===== src/rtl/srio_db_initiator.sv =====
// srio_db_initiator: RapidIO initiator request block.
// After link-up it performs a doorbell self-check against the far endpoint.
// Once that check passes, it forwards one user payload stream per request as
// a single HELLO-format NWRITE packet on the ireq AXI4-Stream.
module srio_db_initiator #(
    parameter logic [15:0] DB_INFO_CHECK = 16'h0001,
    parameter int unsigned MAX_BYTES     = 256
) (
    input  logic        log_clk,
    input  logic        log_rst,
    input  logic [15:0] src_id,
    input  logic [15:0] des_id,
    input  logic        self_check_in,
    input  logic        nwr_req_in,
    input  logic        link_initialized,
    output logic        rapidIO_ready_o,
    output logic        nwr_ready_o,
    output logic        nwr_busy_o,
    output logic        go,
    input  logic [33:0] user_addr,
    input  logic [3:0]  user_ftype,
    input  logic [3:0]  user_ttype,
    input  logic [63:0] user_tdata_in,
    input  logic        user_tvalid_in,
    input  logic [7:0]  user_tkeep_in,
    input  logic        user_tlast_in,
    input  logic [11:0] user_tsize_in,
    output logic        user_tready_o,
    output logic        ireq_tvalid_o,
    input  logic        ireq_tready_in,
    output logic        ireq_tlast_o,
    output logic [63:0] ireq_tdata_o,
    output logic [7:0]  ireq_tkeep_o,
    output logic [31:0] ireq_tuser_o,
    input  logic        iresp_tvalid_in,
    output logic        iresp_tready_o,
    input  logic        iresp_tlast_in,
    input  logic [63:0] iresp_tdata_in,
    input  logic [7:0]  iresp_tkeep_in,
    input  logic [31:0] iresp_tuser_in
);

    localparam int unsigned TID_W   = 8;
    localparam int unsigned SIZE_W  = 8;
    localparam int unsigned TSIZE_W = 12;

    localparam logic [3:0] FTYPE_NWRITE   = 4'h5;
    localparam logic [3:0] TTYPE_NWRITE   = 4'h4;
    localparam logic [3:0] FTYPE_DOORBELL = 4'hA;
    localparam logic [3:0] TTYPE_DOORBELL = 4'h0;
    localparam logic [3:0] FTYPE_RESP     = 4'hD;
    localparam logic [3:0] TTYPE_RESP     = 4'h0;
    localparam logic [3:0] STATUS_DONE    = 4'h0;
    localparam logic [1:0] PRIO           = 2'b01;
    localparam logic       CRF            = 1'b0;

    typedef enum logic [2:0] {
        S_IDLE     = 3'd0,
        S_DB_SEND  = 3'd1,
        S_DB_WAIT  = 3'd2,
        S_READY    = 3'd3,
        S_NWR_HDR  = 3'd4,
        S_NWR_DATA = 3'd5
    } state_t;

    state_t             r_state;
    logic [TID_W-1:0]   r_tid;
    logic [TID_W-1:0]   r_db_tid;
    logic               r_rapidio_ready;
    logic               r_iresp_tready;
    logic               r_nwr_ready;
    logic               r_nwr_busy;
    logic               r_go;
    logic               r_ireq_tvalid;
    logic               r_ireq_tlast;
    logic [63:0]        r_ireq_tdata;
    logic [7:0]         r_ireq_tkeep;
    logic [31:0]        r_ireq_tuser;

    logic [63:0]        w_db_hdr;
    logic [63:0]        w_nwr_hdr;
    logic [SIZE_W-1:0]  w_nwr_size;
    logic               w_size_ok;
    logic               w_resp_match;
    logic               w_resp_done;
    logic               w_data_phase;
    logic               w_last_accept;
    logic               w_unused;

    // Header beats built from the current TID; loaded into the ireq registers on entry.
    assign w_db_hdr   = {r_tid, FTYPE_DOORBELL, TTYPE_DOORBELL, 1'b0, PRIO, CRF,
                         8'h00, 4'h0, DB_INFO_CHECK, 16'h0000};
    assign w_nwr_size = SIZE_W'(user_tsize_in - TSIZE_W'(1));
    assign w_nwr_hdr  = {r_tid, FTYPE_NWRITE, TTYPE_NWRITE, 1'b0, PRIO, CRF,
                         w_nwr_size, 2'b00, user_addr};

    // Payload length must be 1..MAX_BYTES for the request to be taken.
    assign w_size_ok = (user_tsize_in != '0) && (32'(user_tsize_in) <= MAX_BYTES);

    // A response beat counts only if it is a response type carrying our doorbell TID.
    assign w_resp_match = iresp_tvalid_in && r_iresp_tready
                       && (iresp_tdata_in[55:52] == FTYPE_RESP)
                       && (iresp_tdata_in[51:48] == TTYPE_RESP)
                       && (iresp_tdata_in[63:56] == r_db_tid);
    assign w_resp_done  = (iresp_tdata_in[43:40] == STATUS_DONE);

    assign w_data_phase  = (r_state == S_NWR_DATA);
    assign w_last_accept = user_tvalid_in && ireq_tready_in && user_tlast_in;

    // Fields and sideband we deliberately do not interpret.
    assign w_unused = ^{user_ftype, user_ttype, iresp_tlast_in, iresp_tkeep_in,
                        iresp_tuser_in, iresp_tdata_in[47:44], iresp_tdata_in[39:0]};

    // Control FSM with registered status flags and ireq header registers.
    always_ff @(posedge log_clk) begin
        if (log_rst) begin
            r_state         <= S_IDLE;
            r_tid           <= '0;
            r_db_tid        <= '0;
            r_rapidio_ready <= 1'b0;
            r_iresp_tready  <= 1'b0;
            r_nwr_ready     <= 1'b0;
            r_nwr_busy      <= 1'b0;
            r_go            <= 1'b0;
            r_ireq_tvalid   <= 1'b0;
            r_ireq_tlast    <= 1'b0;
            r_ireq_tdata    <= '0;
            r_ireq_tkeep    <= '0;
            r_ireq_tuser    <= '0;
        end else begin
            r_rapidio_ready <= link_initialized;
            r_iresp_tready  <= 1'b1;
            r_go            <= 1'b0;
            case (r_state)
                S_IDLE: begin
                    if (self_check_in && r_rapidio_ready) begin
                        r_state       <= S_DB_SEND;
                        r_db_tid      <= r_tid;
                        r_ireq_tvalid <= 1'b1;
                        r_ireq_tlast  <= 1'b1;
                        r_ireq_tdata  <= w_db_hdr;
                        r_ireq_tkeep  <= 8'hFF;
                        r_ireq_tuser  <= {src_id, des_id};
                    end
                end
                S_DB_SEND: begin
                    if (ireq_tready_in) begin
                        r_state       <= S_DB_WAIT;
                        r_ireq_tvalid <= 1'b0;
                        r_ireq_tlast  <= 1'b0;
                        r_tid         <= r_tid + TID_W'(1);
                    end
                end
                S_DB_WAIT: begin
                    if (w_resp_match) begin
                        if (w_resp_done) begin
                            r_state     <= S_READY;
                            r_nwr_ready <= 1'b1;
                        end else begin
                            r_state     <= S_IDLE;
                        end
                    end
                end
                S_READY: begin
                    if (nwr_req_in && w_size_ok) begin
                        r_state       <= S_NWR_HDR;
                        r_nwr_ready   <= 1'b0;
                        r_nwr_busy    <= 1'b1;
                        r_ireq_tvalid <= 1'b1;
                        r_ireq_tlast  <= 1'b0;
                        r_ireq_tdata  <= w_nwr_hdr;
                        r_ireq_tkeep  <= 8'hFF;
                        r_ireq_tuser  <= {src_id, des_id};
                    end
                end
                S_NWR_HDR: begin
                    if (ireq_tready_in) begin
                        r_state       <= S_NWR_DATA;
                        r_ireq_tvalid <= 1'b0;
                        r_go          <= 1'b1;
                        r_tid         <= r_tid + TID_W'(1);
                    end
                end
                S_NWR_DATA: begin
                    if (w_last_accept) begin
                        r_state     <= S_READY;
                        r_nwr_busy  <= 1'b0;
                        r_nwr_ready <= 1'b1;
                    end
                end
                default: begin
                    r_state <= S_IDLE;
                end
            endcase
        end
    end

    // During the data phase the user stream is passed straight through to ireq.
    assign ireq_tvalid_o = w_data_phase ? user_tvalid_in : r_ireq_tvalid;
    assign ireq_tlast_o  = w_data_phase ? user_tlast_in  : r_ireq_tlast;
    assign ireq_tdata_o  = w_data_phase ? user_tdata_in  : r_ireq_tdata;
    assign ireq_tkeep_o  = w_data_phase ? user_tkeep_in  : r_ireq_tkeep;
    assign ireq_tuser_o  = r_ireq_tuser;
    assign user_tready_o = w_data_phase & ireq_tready_in;

    assign rapidIO_ready_o = r_rapidio_ready;
    assign iresp_tready_o  = r_iresp_tready;
    assign nwr_ready_o     = r_nwr_ready;
    assign nwr_busy_o      = r_nwr_busy;
    assign go              = r_go;

endmodule


===== config.mk =====
export PLATFORM = sky130hd
export DESIGN_NAME = srio_db_initiator
export DESIGN_NICKNAME = d
export VERILOG_FILES = /design/src/rtl/srio_db_initiator.sv
export SDC_FILE = /design/constraint.sdc
export NUM_CORES = 1
export LEC_CHECK = 0
export ABC_AREA = 0
export BUFFER_PORTS_ARGS = -buffer_cell sky130_fd_sc_hd__buf_4
export CAP_MARGIN = 30
export CORE_AREA = 5 5 147 149
export DETAILED_ROUTE_END_ITERATION = 8
export DIE_AREA = 0 0 152 154
export SETUP_SLACK_MARGIN = 0.5
export SLEW_MARGIN = 25
export SYNTH_ARGS = -nofsm -noshare
export SYNTH_HDL_FRONTEND = slang
export SYNTH_SLANG_ARGS = --single-unit
export TNS_END_PERCENT = 50

===== constraint.sdc =====
create_clock -name log_clk -period 1.7 [get_ports log_clk]
set_input_delay 0 -clock log_clk [delete_from_list [all_inputs] [get_ports log_clk]]
set_output_delay 0 -clock log_clk [all_outputs]
set_load 0.02 [all_outputs]

# [After elaboration in Yosys (flattened, before gate mapping)]
# Index checks and enable logic that the tools add are counted.
[word_totals] register_bits=130 latchBits=0 mem_bits_rw=0 rom_bits=0 in_bits=272 mem_count=0
[classes] add_sub_neg=2 n_mul=0 n_div=0 n_lt_le_gt_ge=1 n_eq_ne=15 shifts=0 mux=35 bitwise_logic=2 n_reduce_logical=28
[op_table] op="$mux 64" count=3
[op_table] op="$pmux 64 s2" count=1
[op_table] op="$mux 32" count=2
[op_table] op="$pmux 32 s2" count=1
[op_table] op="$mux 8" count=3
[op_table] op="$mux 3" count=6
[op_table] op="$pmux 3 s6" count=1
[op_table] op="$pmux 8 s2" count=1
[op_table] op="$le 12x9->1 const B" count=1
[op_table] op="$mux 1" count=12
[op_table] op="$ne 2x2->1 const B" count=6
[op_table] op="$reduce_bool 12->1" count=1
[op_table] op="$logic_and 1x1->1" count=9
[op_table] op="$pmux 1 s3" count=3
[op_table] op="$reduce_bool 3->1" count=3
[op_table] op="$add 8x1->8 const B" count=1
[op_table] op="$eq 8x8->1" count=1
[op_table] op="$logic_not 4->1" count=2
[op_table] op="$reduce_and 4->1" count=2
[op_table] op="$sub 8x1->8 const B" count=1
[op_table] op="$eq 3x2->1 const B" count=2
[op_table] op="$eq 3x3->1 const B" count=2
[op_table] op="$reduce_and 3->1" count=2
[op_table] op="$reduce_and 6->1" count=1
[op_table] op="other kinds (12)" count=16

# [Logic depth before layout (Yosys ltp)]
# Gate-level depths: netlist of the first run.
[depth] word_depth=6 depth_mapped=10

# [Worst setup path after synthesis of the first run]
# OpenSTA, ideal clock, no wires.
[synth_path] path_kind="input to register" startpoint="in user_tsize_in[9]" endpoint="reg r_ireq_tuser[10] (netlist: ireq_tuser_o[10])" setup_ns=0.134 arrival_ns=1.516 path_slack_ns=0.050 path_stages=8 cell_sequence="or4b_1 -> nand4bb_4 -> a21bo_1 -> buf_2 -> buf_6 -> buf_6 -> nand3_1 -> a21oi_1"
[synth_via] elab_chain_len=5 word_cells_on_any_way=6
[synth_rtl] element="start, declared" line_no="27" text="input logic [11:0] user_tsize_in,"
[synth_rtl] element="$le 12x9->1 / $reduce_bool 12->1 (equally long branches)" line_no="98" text="assign w_size_ok = (user_tsize_in != '0) && (32'(user_tsize_in) <= MAX_BYTES);"
[synth_rtl] element="$logic_and 1x1->1 (*)" line_no="98"
[synth_rtl] element="$logic_and 1x1->1 (*)" line_no="165" text="if (nwr_req_in && w_size_ok) begin"
[synth_rtl] element="$ne 2x2->1 (no source line) (*)"
[synth_rtl] element="$reduce_and 3->1 (no source line) (*)"
[synth_rtl] element="end signal, assigned" line_no="143" text="r_ireq_tuser <= {src_id, des_id};"
[synth_rtl] element="end signal, assigned" line_no="173" text="r_ireq_tuser <= {src_id, des_id};"
[synth_rtl] element="end, declared" line_no="78" text="logic [31:0] r_ireq_tuser;"
# Every way passes the cells marked *; elsewhere a longest branch is shown, timed or not.
# A chain may end at the register's enable or synchronous reset.

# [Worst setup path in the final report of the first run]
[layout_path] startpoint="reg r_state[0]" endpoint="out ireq_tdata_o[28]"
[layout_via] elab_chain_len=2
[layout_rtl] element="start, declared" line_no="66" text="state_t r_state;"
[layout_rtl] element="start signal, assigned" line_no="117" text="r_state <= S_IDLE;"
[layout_rtl] element="start signal, assigned" line_no="137" text="r_state <= S_DB_SEND;"
[layout_rtl] element="start signal, assigned" line_no="148" text="r_state <= S_DB_WAIT;"
[layout_rtl] element="$eq 3x3->1" line_no="107" text="assign w_data_phase = (r_state == S_NWR_DATA);"
[layout_rtl] element="$mux 64" line_no="201" text="assign ireq_tdata_o = w_data_phase ? user_tdata_in : r_ireq_tdata;"
[layout_rtl] element="end, declared" line_no="32" text="output logic [63:0] ireq_tdata_o,"
# No other way between the ends.

==> key figures, run 1 <==
Timing
  – Fmax: 606 MHz
  – Worst Skew: 0.00549 ns
  – Rel. slew slack: 0.685
  – Final hold slack: 0.0449 ns
  – Final Hold Fails: 0
  – Slew Limit Fails: 0
  – Setup ws final: 0.0487 ns
  – Final worst-path cycle share: 0.971
  – Minimum clock period after layout: 1.65 ns
  – Final Setup Violations: 0
  – RSZ-0062 raised after global routing: true
  – Worst Max-Slew Pin Slew: 0.472 ns

Place
  – DP HPWL: 14500 um
  – Post-Place Setup Slack: -0.121 ns
  – Number of port buffers: 290
  – Global placer's final weighted congestion: 0.838

Setup path
  – CP max stage cell: dfxtp_4
  – Arr. time, crit path: 1.65 ns
  – CP dominant cell by count: buf_6
  – CP peak stage delay: 0.36 ns
  – R2r endpoint: r_ireq_tdata[26]
  – CP Buf/Inv Count: 5
  – Crit path to: ireq_tdata_o[28]
  – FF-to-FF path depth: 7
  – CP max FO: 8
  – Setup CP Type: reg -> out
  – R2r startpoint: r_state[0]
  – Critical Path RT: 1.70 ns
  – Crit start category: register
  – WP depth: 8
  – Setup crit end kind: output port
  – CP startpoint: r_state[0]
  – Top delay family on crit path: buffers and inverters
  – Reg2reg setup slack: 0.06 ns
  – Critical path, cell by cell: buf_6, nand3b_1, buf_6, buf_12, clkbuf_16, nand2_1, nand2_2, buf_6

Layout
  – Reg area: 2230 um2
  – Fin util: 0.560
  – Area Overhead vs Synth: 108%
  – Share of cells above drive strength 1: 0.503
  – Nets: 1421
  – Fillers: 1752
  – Diode count: 0
  – Area of the multi-input gates: 3800 um2

Yosys
  – Seq/Total Area, Yosys: 0.411
  – Yosys Warn Count: 0
  – Average size of a mapped cell: 7.15 um2
  – Post-synth top flop: dfxtp_1
  – Syn Std Cell Area: 5400 um2
  – Post-synth cell types: 46
  – Largest area contributor in the synthesized netlist: dfxtp_1
  – Gate count of the mapped netlist: 756
  – Top post-synthesis cells by area: dfxtp_1 41%, nand2_1 16%, a21oi_1 8.5%
  – #FFs+latches synth: 111
  – Proportion of netlist area held by the largest area contributor: 0.411
  – Syn nets: 1031
  – Async SR Flop Fraction: 0
  – Number of synthesized flops with an enable pin: 0

Floorplanning
  – Die height: 154 um
  – Initial Utilization: 0.270
  – Core area: 20000 um2
  – Row count: 52
  – I/O Pins: 384
  – Die width: 152 um
  – Die area: 23400 um2

Route
  – Vias per inst: 4.89
  – Met2 routed WL: 13300 um
  – WL/cell: 18.4 um
  – Post-route ant nets: 0
  – First-pass iteration count of the detailed router: 5
  – Met1 Routed Length: 10400 um
  – Top Metal Used: met4
  – Residual DRC: 0
  – Initial DRC count: 341
  – Routed wire length: 26100 um
  – Via count: 6948
  – Met3 WL: 1670 um

Power and ir drop
  – Sw Ratio: 0.274
  – Combinational power share: 0.254
  – Static leakage: 4.88 nW
  – Max VDD drop: 0.000507 V
  – Sequential share of power: 0.400
  – Power per cell area: 612 nW/um2
  – Sw power: 0.00188 W
  – Clock Power Share: 0.346
  – Int Pwr: 0.00499 W
  – Post-layout power: 0.00687 W

Global route
  – GRT Resource Usage Total: 0.193
  – Total gr overflow: 0
  – Initial antenna violation count: 0
  – First-pass GRT wire length: 36900 um
  – Largest net degree at the start of global routing: 46
  – Vias in the first global route: 6800

Clocking
  – CTS max path bufs: 2
  – CTS Sinks: 111
  – # H-tree levels: 3
  – Worst-path clk slew: 0.08 ns
  – Clock Latency Late Sink: 0.35 ns
  – CTS tree: yes
  – Clock buffer count from CTS: 9
  – Clk root buf: clkbuf_16

Hold path
  – Hold Crit Start: user_tsize_in[0]
  – HP Class: in -> reg

Job
  – Max cap viols: 0

Run status
  – Status: completed
==> registers in the layout (all words and copies together) (netlist names) <==
name,cells
r_ireq_tdata,52
ireq_tuser_o,32
r_db_tid,8
r_tid,8
r_state,3
go,1
iresp_tready_o,1
nwr_busy_o,1
nwr_ready_o,1
r_ireq_tkeep,1
r_ireq_tlast,1
r_ireq_tvalid,1
rapidIO_ready_o,1
==> power groups by stage <==
| stage | logic [W] | clock network (W) | registers, W |
|---|---|---|---|
| after floorplan | 0.000494 | 0 | 0.00285 |
| after global placement | 0.00120 | 0 | 0.00281 |
| after detailed placement | 0.00121 | 0 | 0.00281 |
| after CTS | 0.00152 | 0.00247 | 0.00274 |
| after global routing | 0.00187 | 0.00255 | 0.00276 |
| final | 0.00175 | 0.00238 | 0.00275 |
==> worst min path at each step <==
stage / slack, ns / cells after the start / to
2_1_floorplan: 0.13 / 1 / rapidIO_ready_o
3_3_place_gp: 0.22 / 2 / rapidIO_ready_o
3_5_place_dp: 0.22 / 2 / rapidIO_ready_o
4_1_cts: 0.03 / 5 / r_ireq_tdata[36]
5_1_grt: 0.05 / 5 / r_ireq_tdata[36]
6_report: 0.04 / 5 / r_ireq_tdata[36]
==> per-stage QoR <==
step                      instance area (um2)  setup TNS [ns]  cells
after floorplan                          5510               0    756
after global placement                   8100           -1.80   1281
after detailed placement                 8100           -4.56   1281
after CTS                               10100               0   1402
after global routing                    11200          -0.228   1421
final                                   11200               0   1421
==> cells by family (layout without fill, tap and decap cells) <==
family / count (synthesis) / in the layout / synth area share
AND/OR/NAND/NOR: 388 / 388 / 0.317
AO/OA/AOI/OAI: 158 / 158 / 0.160
flip-flops: 111 / 111 / 0.411
buffers and inverters: 71 / 466 / 0.0630
XOR/XNOR: 22 / 22 / 0.0357
adder cells (fa/ha/maj): 3 / 3 / 0.00695
multiplexers: 3 / 3 / 0.00556
==> Yosys cell counts, drive strengths merged, types with 2 or more instances <==
cell,n
ha,3
buf,32
a21o,9
nor4,3
nand2b,3
xor2,7
and3,3
clkbuf,33
inv,6
nor3b,2
dfxtp,111
o21ai,45
a31oi,2
mux2i,3
nor2,19
a21oi,94
nor3,8
and2,11
xnor2,15
nand2,235
nor2b,2
nand3,91
nand4,3
==> routing by layer <==
layer,vias to the layer above,GRT usage
li1,3319,-
met1,3298,0.229
met2,281,0.341
met3,50,0.0556
met4,0,0.0565
met5,-,0
==> worst min-delay path: stages <==
cell and delay (ns):
buf_4 0.08, inv_1 0.04, buf_4 0.13, nand2_1 0.05, a21oi_1 0.05
==> cell type report <==
cell class	instances	area share
Clock buffer	10	0.0213
Clock inverter	6	0.00803
Inverter	6	0.00201
Multi-Input combinational cell	574	0.338
Sequential cell	111	0.199
Tap cell	270	0.0301
Timing Repair Buffer	444	0.401
==> what timing repair did <==
item | 4_1_cts | 5_1_grt
hold buffers | 74 | 0
buffers inserted | 17 | 10
setup endpoints to repair | 183 | 183
endpoints found under the hold margin | 74 | 0
pin swaps | 33 | 87
cloned | 14 | 9
gates resized for setup | 122 | 216
==> placed cells by master (no fill, tap or decap), types with 2 or more instances in the layout <==
cell / Yosys / routed
o21ai_1: 0 / 15
mux2i_1: 3 / 3
dfxtp_4: 0 / 3
clkbuf_16: 0 / 16
nand3_4: 0 / 11
inv_1: 6 / 6
nand2_4: 0 / 37
a31oi_2: 1 / 2
dlygate4sd3_1: 0 / 74
buf_12: 0 / 20
a21o_1: 9 / 9
nand3_1: 91 / 47
buf_6: 6 / 81
buf_4: 4 / 247
a21oi_1: 92 / 72
xor2_1: 7 / 7
ha_1: 3 / 3
nor2_1: 19 / 18
and2_1: 11 / 3
a21oi_2: 2 / 22
buf_16: 0 / 14
xnor2_1: 15 / 13
nand2_2: 0 / 56
nand4_1: 3 / 3
and2_4: 0 / 8
o21ai_0: 45 / 29
nor4_2: 1 / 2
nand2_1: 235 / 142
nand2b_1: 3 / 3
nand3_2: 0 / 33
and3_4: 0 / 2
dfxtp_1: 111 / 108
inv_6: 0 / 2
nor3_4: 0 / 2
bufinv_16: 0 / 2
nor3_1: 8 / 5
(Power assumes the default switching activity.)
==> run 2: changes to the inputs <==
- BUFFER_PORTS_ARGS: -buffer_cell sky130_fd_sc_hd__buf_4 -> unset
- CORE_AREA: 5 5 147 149 -> 5 5 146 148
- DIE_AREA: 0 0 152 154 -> 0 0 151 153
- DONT_BUFFER_PORTS: unset -> 1
==> run 2 against run 1 <==
Compared with the run above: the run now ends with hold timing left; final cell count shrank 23%; maximum frequency shrank 1.5%; worst hold slack got worse by 0.34 ns; routed wire length rose by 4.2%; combinational power shrank 25%; die area decreased by 1.3%; clock skew increased by 0.0065 ns; critical path type unchanged; critical endpoint is now ireq_tdata_o[35].
==> key figures, run 2 (synthesized netlist as in run 1, its figures left out) <==
Run status
  – Status: complete, but fails checks
  – Violated checks: hold timing

Route
  – Routed wire length: 27300 um (+4.2%)
  – First-pass iteration count of the detailed router: 4 (-1)
  – Post-route ant nets: 0 (unchanged)
  – Via count: 5863 (-16%)
  – Initial DRC count: 237 (-30%)
  – Vias per inst: 5.37 (+9.8%)
  – WL/cell: 25.0 um (+36%)
  – Residual DRC: 0 (unchanged)

Setup path
  – Arr. time, crit path: 1.68 ns (+0.03 ns)
  – CP max FO: 7 (-1)
  – Setup crit end kind: output port
  – FF-to-FF path depth: 9 (+2)
  – Setup CP Type: reg -> out
  – Critical path, cell by cell: buf_6, and3b_4, buf_12, clkbuf_16, and2_4
  – CP max stage cell: dfxtp_4
  – CP peak stage delay: 0.39 ns (+0.03 ns)
  – Crit start category: register
  – Critical Path RT: 1.70 ns (about the same)

Layout
  – Most common cell after layout, fill and taps aside: nand2_4
  – Diode count: 0 (unchanged)
  – Largest register FFs: 52 (unchanged)
  – Most frequent cells in the layout: 110 x nand2_4, 108 x dfxtp_1, 88 x nand2_1
  – Nets: 1092 (-23%)
  – Area Overhead vs Synth: 84.6%
  – Most flop-heavy register: r_ireq_tdata
  – Design area: 9980 um2 (-11%)
  – Share of cells above drive strength 1: 0.617 (+0.114)
  – Post-Layout Cell Count: 1092 (-23%)
  – Fillers: 1729 (-1.3%)

Timing
  – Final hold slack: -0.292 ns (-0.337 ns)
  – Minimum clock period after layout: 1.68 ns (+0.0245 ns)
  – Fmax: 597 MHz (-1.5%)
  – Slew Limit Fails: 0 (unchanged)
  – Worst Skew: 0.0120 ns (+0.00650 ns)
  – Worst Max-Slew Pin Slew: 0.386 ns (-0.0860 ns)
  – Rel. slew slack: 0.742 (+0.0562)
  – Final worst-path cycle share: 0.986 (+0.0144)
  – Setup tns final: 0 ns (unchanged)
  – RSZ-0062 raised after global routing: true
  – Final Setup Violations: 0 (unchanged)
  – Final Hold Fails: 107 (+107)

Global route
  – Vias in the first global route: 5124 (-25%)
  – Largest net degree at the start of global routing: 110 (+140%)
  – Initial antenna violation count: 1 (+1)
  – Total gr overflow: 0 (unchanged)
  – GRT Resource Usage Total: 0.168 (-0.0255)
  – First-pass GRT wire length: 29900 um (-19%)

Job
  – Max cap viols: 0 (unchanged)

Power and ir drop
  – Static leakage: 3.83 nW (-22%)
  – Post-layout power: 0.00660 W (-4.0%)
  – Power per cell area: 661 nW/um2 (+8.0%)
  – Max VDD drop: 0.000555 V (+9.6%)

Clocking
  – CTS max path bufs: 2 (unchanged)
  – Clock Latency Late Sink: 0.36 ns (about the same)
  – Clk root buf: clkbuf_16
  – CTS Sinks: 111 (unchanged)
  – CTS tree: yes
  – Cts hold-fix bufs: 4 (-95%)
  – Worst-path clk slew: 0.08 ns (about the same)
  – Clock buffer count from CTS: 9 (unchanged)
  – # H-tree levels: 3 (unchanged)

Floorplanning
  – Initial Utilization: 0.271 (+0.00176)
  – Die area: 23100 um2 (-1.3%)
  – Die height: 153 um (-0.65%)
  – Die width: 151 um (-0.66%)
  – I/O Pins: 384 (unchanged)
  – Core area: 19900 um2 (-0.65%)
  – Row count: 52 (unchanged)

Place
  – DP HPWL: 12700 um (-12%)
  – Number of port buffers: 0 (-100%)
  – Global placer's final weighted congestion: 0.739 (-12%)
  – Dpl cell area: 5890 um2 (-27%)
  – Placed Instances: 991 (-23%)

Hold path
  – HP Class: in -> reg
  – Hold path cells: 1 (-4)
==> run 2: path summary, 6_finish.rpt <==
path / from / to / slack [ns]
worst max-delay path: r_state[2] / ireq_tdata_o[35] / 0.02
worst min-delay path: log_rst / r_ireq_tdata[13] / -0.29
worst max register to register: r_state[1] / r_ireq_tdata[38] / 0.04
worst min register to register: r_ireq_tdata[0] / r_ireq_tdata[0] / 0.46
==> run 2: power by group <==
part / leakage, nW / switching [W] / total [W] / internal (W)
Clock: 0.157 / 0.00111 / 0.00243 / 0.00131
Sequential: 0.899 / 0.000163 / 0.00285 / 0.00269
Combinational: 2.77 / 0.000666 / 0.00132 / 0.000656
Total: 3.83 / 0.00194 / 0.00660 / 0.00466
==> run 2: layout make-up <==
class                   count  area, um2  share of cell area
clock inverters             7        103              0.0103
repair buffers            115       2000               0.201
multi-input cells         574       5060               0.507
well taps                 270        338              0.0339
clock buffers               9        225              0.0226
flip-flops and latches    111       2230               0.224
inverters                   6       22.5             0.00226
==> run 2: layer usage <==
metal	vias up	part of all wire	GRT usage
li1	2679	-	-
met1	2867	0.39	0.194
met2	273	0.52	0.290
met3	42	0.077	0.0649
met4	2	0.021	0.0423
met5	-	0.00048	0
==> run 2: what timing repair did <==
item / CTS / global route
endpoints found under the setup margin: 183 / 183
buffers inserted: 17 / 22
cloned: 9 / 33
hold endpoints to repair: 111 / 107
gates resized for setup: 155 / 469
pin swaps: 37 / 256
==> run 2: critical path: cells and delay by family (launching register included) <==
kind | cells | cell delay [ns]
and+or+nand+nor | 2 | 0.46
DFF | 1 | 0.39
buffers and inverters | 3 | 0.46
==> run 2: through the flow <==
| step | setup slack (ns) | utilization |
|---|---|---|
| floorplan | 0.0735 | - |
| global placement | -0.0868 | 0.296 |
| detailed placement | -0.0947 | 0.296 |
| CTS | 0.0434 | 0.362 |
| global route | -0.0283 | 0.501 |
| finish | 0.0242 | 0.501 |
==> run 3: changes to the inputs <==
==> constraint.sdc (replaced) <==
create_clock -name log_clk -period 1.7 [get_ports log_clk]
set_input_delay 0 -clock log_clk [delete_from_list [all_inputs] [get_ports log_clk]]
set_output_delay 0 -clock log_clk [all_outputs]
set_load 0.01 [all_outputs]
==> run 3 against run 2 <==
Compared with the run above: the run still ends with hold timing left; critical path type is now reg -> reg; critical endpoint is now r_ireq_tdata[31]; worst setup slack better by 0.059 ns; highest routed layer is now met4; flip-flop and latch count is the same; sequential share of layout area grew 10 points; sequential power shrank 2%; clock power fell by 8%; global-route usage down 2.2 points; maximum frequency grew 3.6%.
==> key figures, run 3 (synthesized netlist as in run 1, its figures left out) <==
Run status
  – Status: complete, but fails checks
  – Violated checks: hold timing

Setup path
  – Critical Path RT: 1.99 ns (+0.29 ns)
  – CP peak stage delay: 0.36 ns (-0.03 ns)
  – Setup crit end kind: register
  – Reg2reg setup slack: 0.08 ns (+0.04 ns)
  – Top delay family on crit path: compound AO/OA/AOI/OAI gates
  – FF-to-FF path depth: 7 (-2)
  – R2r endpoint: r_ireq_tdata[31]
  – WP depth: 7 (+2)
  – Crit start category: register
  – Arr. time, crit path: 1.90 ns (+0.22 ns)
  – CP max FO: 12 (+5)
  – Critical path, cell by cell: nor2b_2, and2_4, a21bo_4, buf_12, clkbuf_16, nand3_1, a21oi_1
  – Setup CP Type: reg -> reg
  – CP Buf/Inv Count: 2 (-1)
  – R2r startpoint: r_state[0]
  – CP max stage cell: dfxtp_4

Layout
  – Fin util: 0.342 (-0.159)
  – Reg area: 2230 um2 (+0.17%)
  – Most common cell after layout, fill and taps aside: nand2_1
  – Share of cells above drive strength 1: 0.194 (-0.423)
  – Largest register FFs: 52 (unchanged)
  – Fillers: 2106 (+22%)
  – Diode count: 0 (unchanged)
  – Most flop-heavy register: r_ireq_tdata
  – Nets: 1029 (-5.8%)
  – Most frequent cells in the layout: 198 x nand2_1, 107 x dfxtp_1, 92 x a21oi_1
  – Area of the multi-input gates: 3090 um2 (-39%)
  – Design area: 6820 um2 (-32%)
  – Area Overhead vs Synth: 26.2%

Power and ir drop
  – Static leakage: 2.54 nW (-34%)
  – Sw power: 0.00154 W (-21%)
  – Max VDD drop: 0.000450 V (-19%)
  – Power per cell area: 833 nW/um2 (+26%)
  – Int Pwr: 0.00414 W (-11%)
  – Combinational power share: 0.113 (-0.087)
  – Sequential share of power: 0.492 (+0.060)
  – Clock Power Share: 0.395 (+0.027)
  – Sw Ratio: 0.271 (-0.0228)
  – Post-layout power: 0.00568 W (-14%)

Job
  – Max cap viols: 0 (unchanged)

Global route
  – Grt peak-use layer: met2
  – First-pass GRT wire length: 26300 um (-12%)
  – Total gr overflow: 0 (unchanged)
  – Largest net degree at the start of global routing: 110 (unchanged)
  – Met1 GRT Util: 0.184 (-0.00963)
  – GRT Resource Usage Total: 0.146 (-0.0223)
  – GR Util met2: 0.244 (-0.0466)
  – Vias in the first global route: 4583 (-11%)
  – Initial antenna violation count: 0 (-1)
  – Met3 usage: 0.0423 (-0.0225)

Timing
  – Final worst-path cycle share: 0.951 (-0.0346)
  – RSZ-0062 raised after global routing: true
  – Worst Max-Slew Pin Slew: 0.474 ns (+0.0878 ns)
  – Slew Limit Fails: 0 (unchanged)
  – Rel. slew slack: 0.684 (-0.0574)
  – Fmax: 618 MHz (+3.6%)
  – Final hold slack: -0.283 ns (+0.00889 ns)
  – Worst Skew: 0.0112 ns (-0.000803 ns)
  – Minimum clock period after layout: 1.62 ns (-0.0589 ns)
  – Final Hold Fails: 107 (unchanged)
  – Final Setup Violations: 0 (unchanged)

Route
  – First-pass iteration count of the detailed router: 5 (+1)
  – Post-route ant nets: 0 (unchanged)
  – Vias per inst: 5.07 (-5.5%)
  – Routed wire length: 20900 um (-23%)
  – WL/cell: 20.3 um (-19%)
  – Initial DRC count: 285 (+20%)
  – Residual DRC: 0 (unchanged)
  – Via count: 5221 (-11%)

Hold path
  – Hold Path End: r_ireq_tdata[19]
  – HP Class: in -> reg
  – Hold Crit Start: log_rst
  – Hold path cells: 1 (unchanged)

Floorplanning
  – Core area: 19900 um2 (unchanged)
  – Die width: 151 um (unchanged)
  – Row count: 52 (unchanged)
  – I/O Pins: 384 (unchanged)
  – Initial Utilization: 0.271 (unchanged)
  – Die area: 23100 um2 (unchanged)
  – Die height: 153 um (unchanged)

Clocking
  – Clock buffer count from CTS: 9 (unchanged)
  – CTS Sinks: 111 (unchanged)
  – CTS tree: yes
  – Cts hold-fix bufs: 2 (-2)
  – # H-tree levels: 3 (unchanged)
  – Clock Latency Late Sink: 0.36 ns (about the same)
  – Worst-path clk slew: 0.07 ns (about the same)
  – CTS max path bufs: 2 (unchanged)
  – Clk root buf: clkbuf_16

Place
  – Number of port buffers: 0 (unchanged)
  – DP HPWL: 12300 um (-3.6%)
  – Dpl cell area: 5850 um2 (-0.60%)
  – Global placer's final weighted congestion: 0.735 (-0.58%)
-- run 3: cell types whose count changed in the layout (fill, tap and decap cells not counted), sizes merged --
cell and delta:
buf -48, bufinv -1, clkbuf -13, clkinv +1
dlygate4sd3 -2
-- run 3: worst max-delay path by stage --
stage | from | endpoint | slack (ns)
3_5_place_dp | user_tsize_in[9] | r_state[0] | -0.05
4_1_cts | r_state[1] | r_ireq_tdata[58] | 0.09
3_3_place_gp | user_tsize_in[9] | r_state[1] | -0.08
5_1_grt | r_state[0] | r_state[1] | 0.02
6_report | r_state[0] | r_ireq_tdata[31] | 0.08
2_1_floorplan | user_tsize_in[9] | ireq_tuser_o[10] | 0.07
-- run 3: layout make-up --
class | count | share of cell area
clock buffer | 9 | 0.0330
clock inverter | 7 | 0.0117
inverter | 6 | 0.00330
multi-input combinational | 574 | 0.453
sequential | 111 | 0.328
tap | 270 | 0.0496
timing repair buffer | 52 | 0.122
-- run 3: power groups by stage --
stage / Combinational, W / Clock (W) / Sequential, W
after floorplan: 0.000466 / 0 / 0.00281
after global placement: 0.000564 / 0 / 0.00285
after detailed placement: 0.000569 / 0 / 0.00285
after CTS: 0.000586 / 0.00234 / 0.00279
after global routing: 0.000699 / 0.00243 / 0.00280
final: 0.000643 / 0.00224 / 0.00279
-- run 3: worst reg2reg max path, delay by kind of cell, from the launching register on --
kind / cells / cell delay [ns]
AOI/OAI and AO/OA: 2 / 0.48
buffers and inverters: 2 / 0.32
DFF: 1 / 0.36
and+or+nand+nor: 3 / 0.40
-- run 3: per-layer routing --
layer / vias up / wire, um
li1: 2523 / -
met1: 2457 / 8870
met2: 228 / 10300
met3: 13 / 1530
met4: 0 / 183
met5: - / 0
-- run 3: timing repair --
action                                  CTS  global route
hold endpoints to repair                111           107
buffers inserted                          4             3
pin swaps                                11            17
gates resized for setup                  45            29
cloned                                    3            13
endpoints found under the setup margin  183           183
-- run 3: through the flow --
stage                     worst slack (ns)  std cells  setup TNS (ns)
after floorplan                     0.0735        756               0
after global placement             -0.0805        988          -0.158
after detailed placement           -0.0521        988          -0.101
after CTS                           0.0877       1013               0
after global routing                0.0178       1029               0
final                               0.0831       1029               0
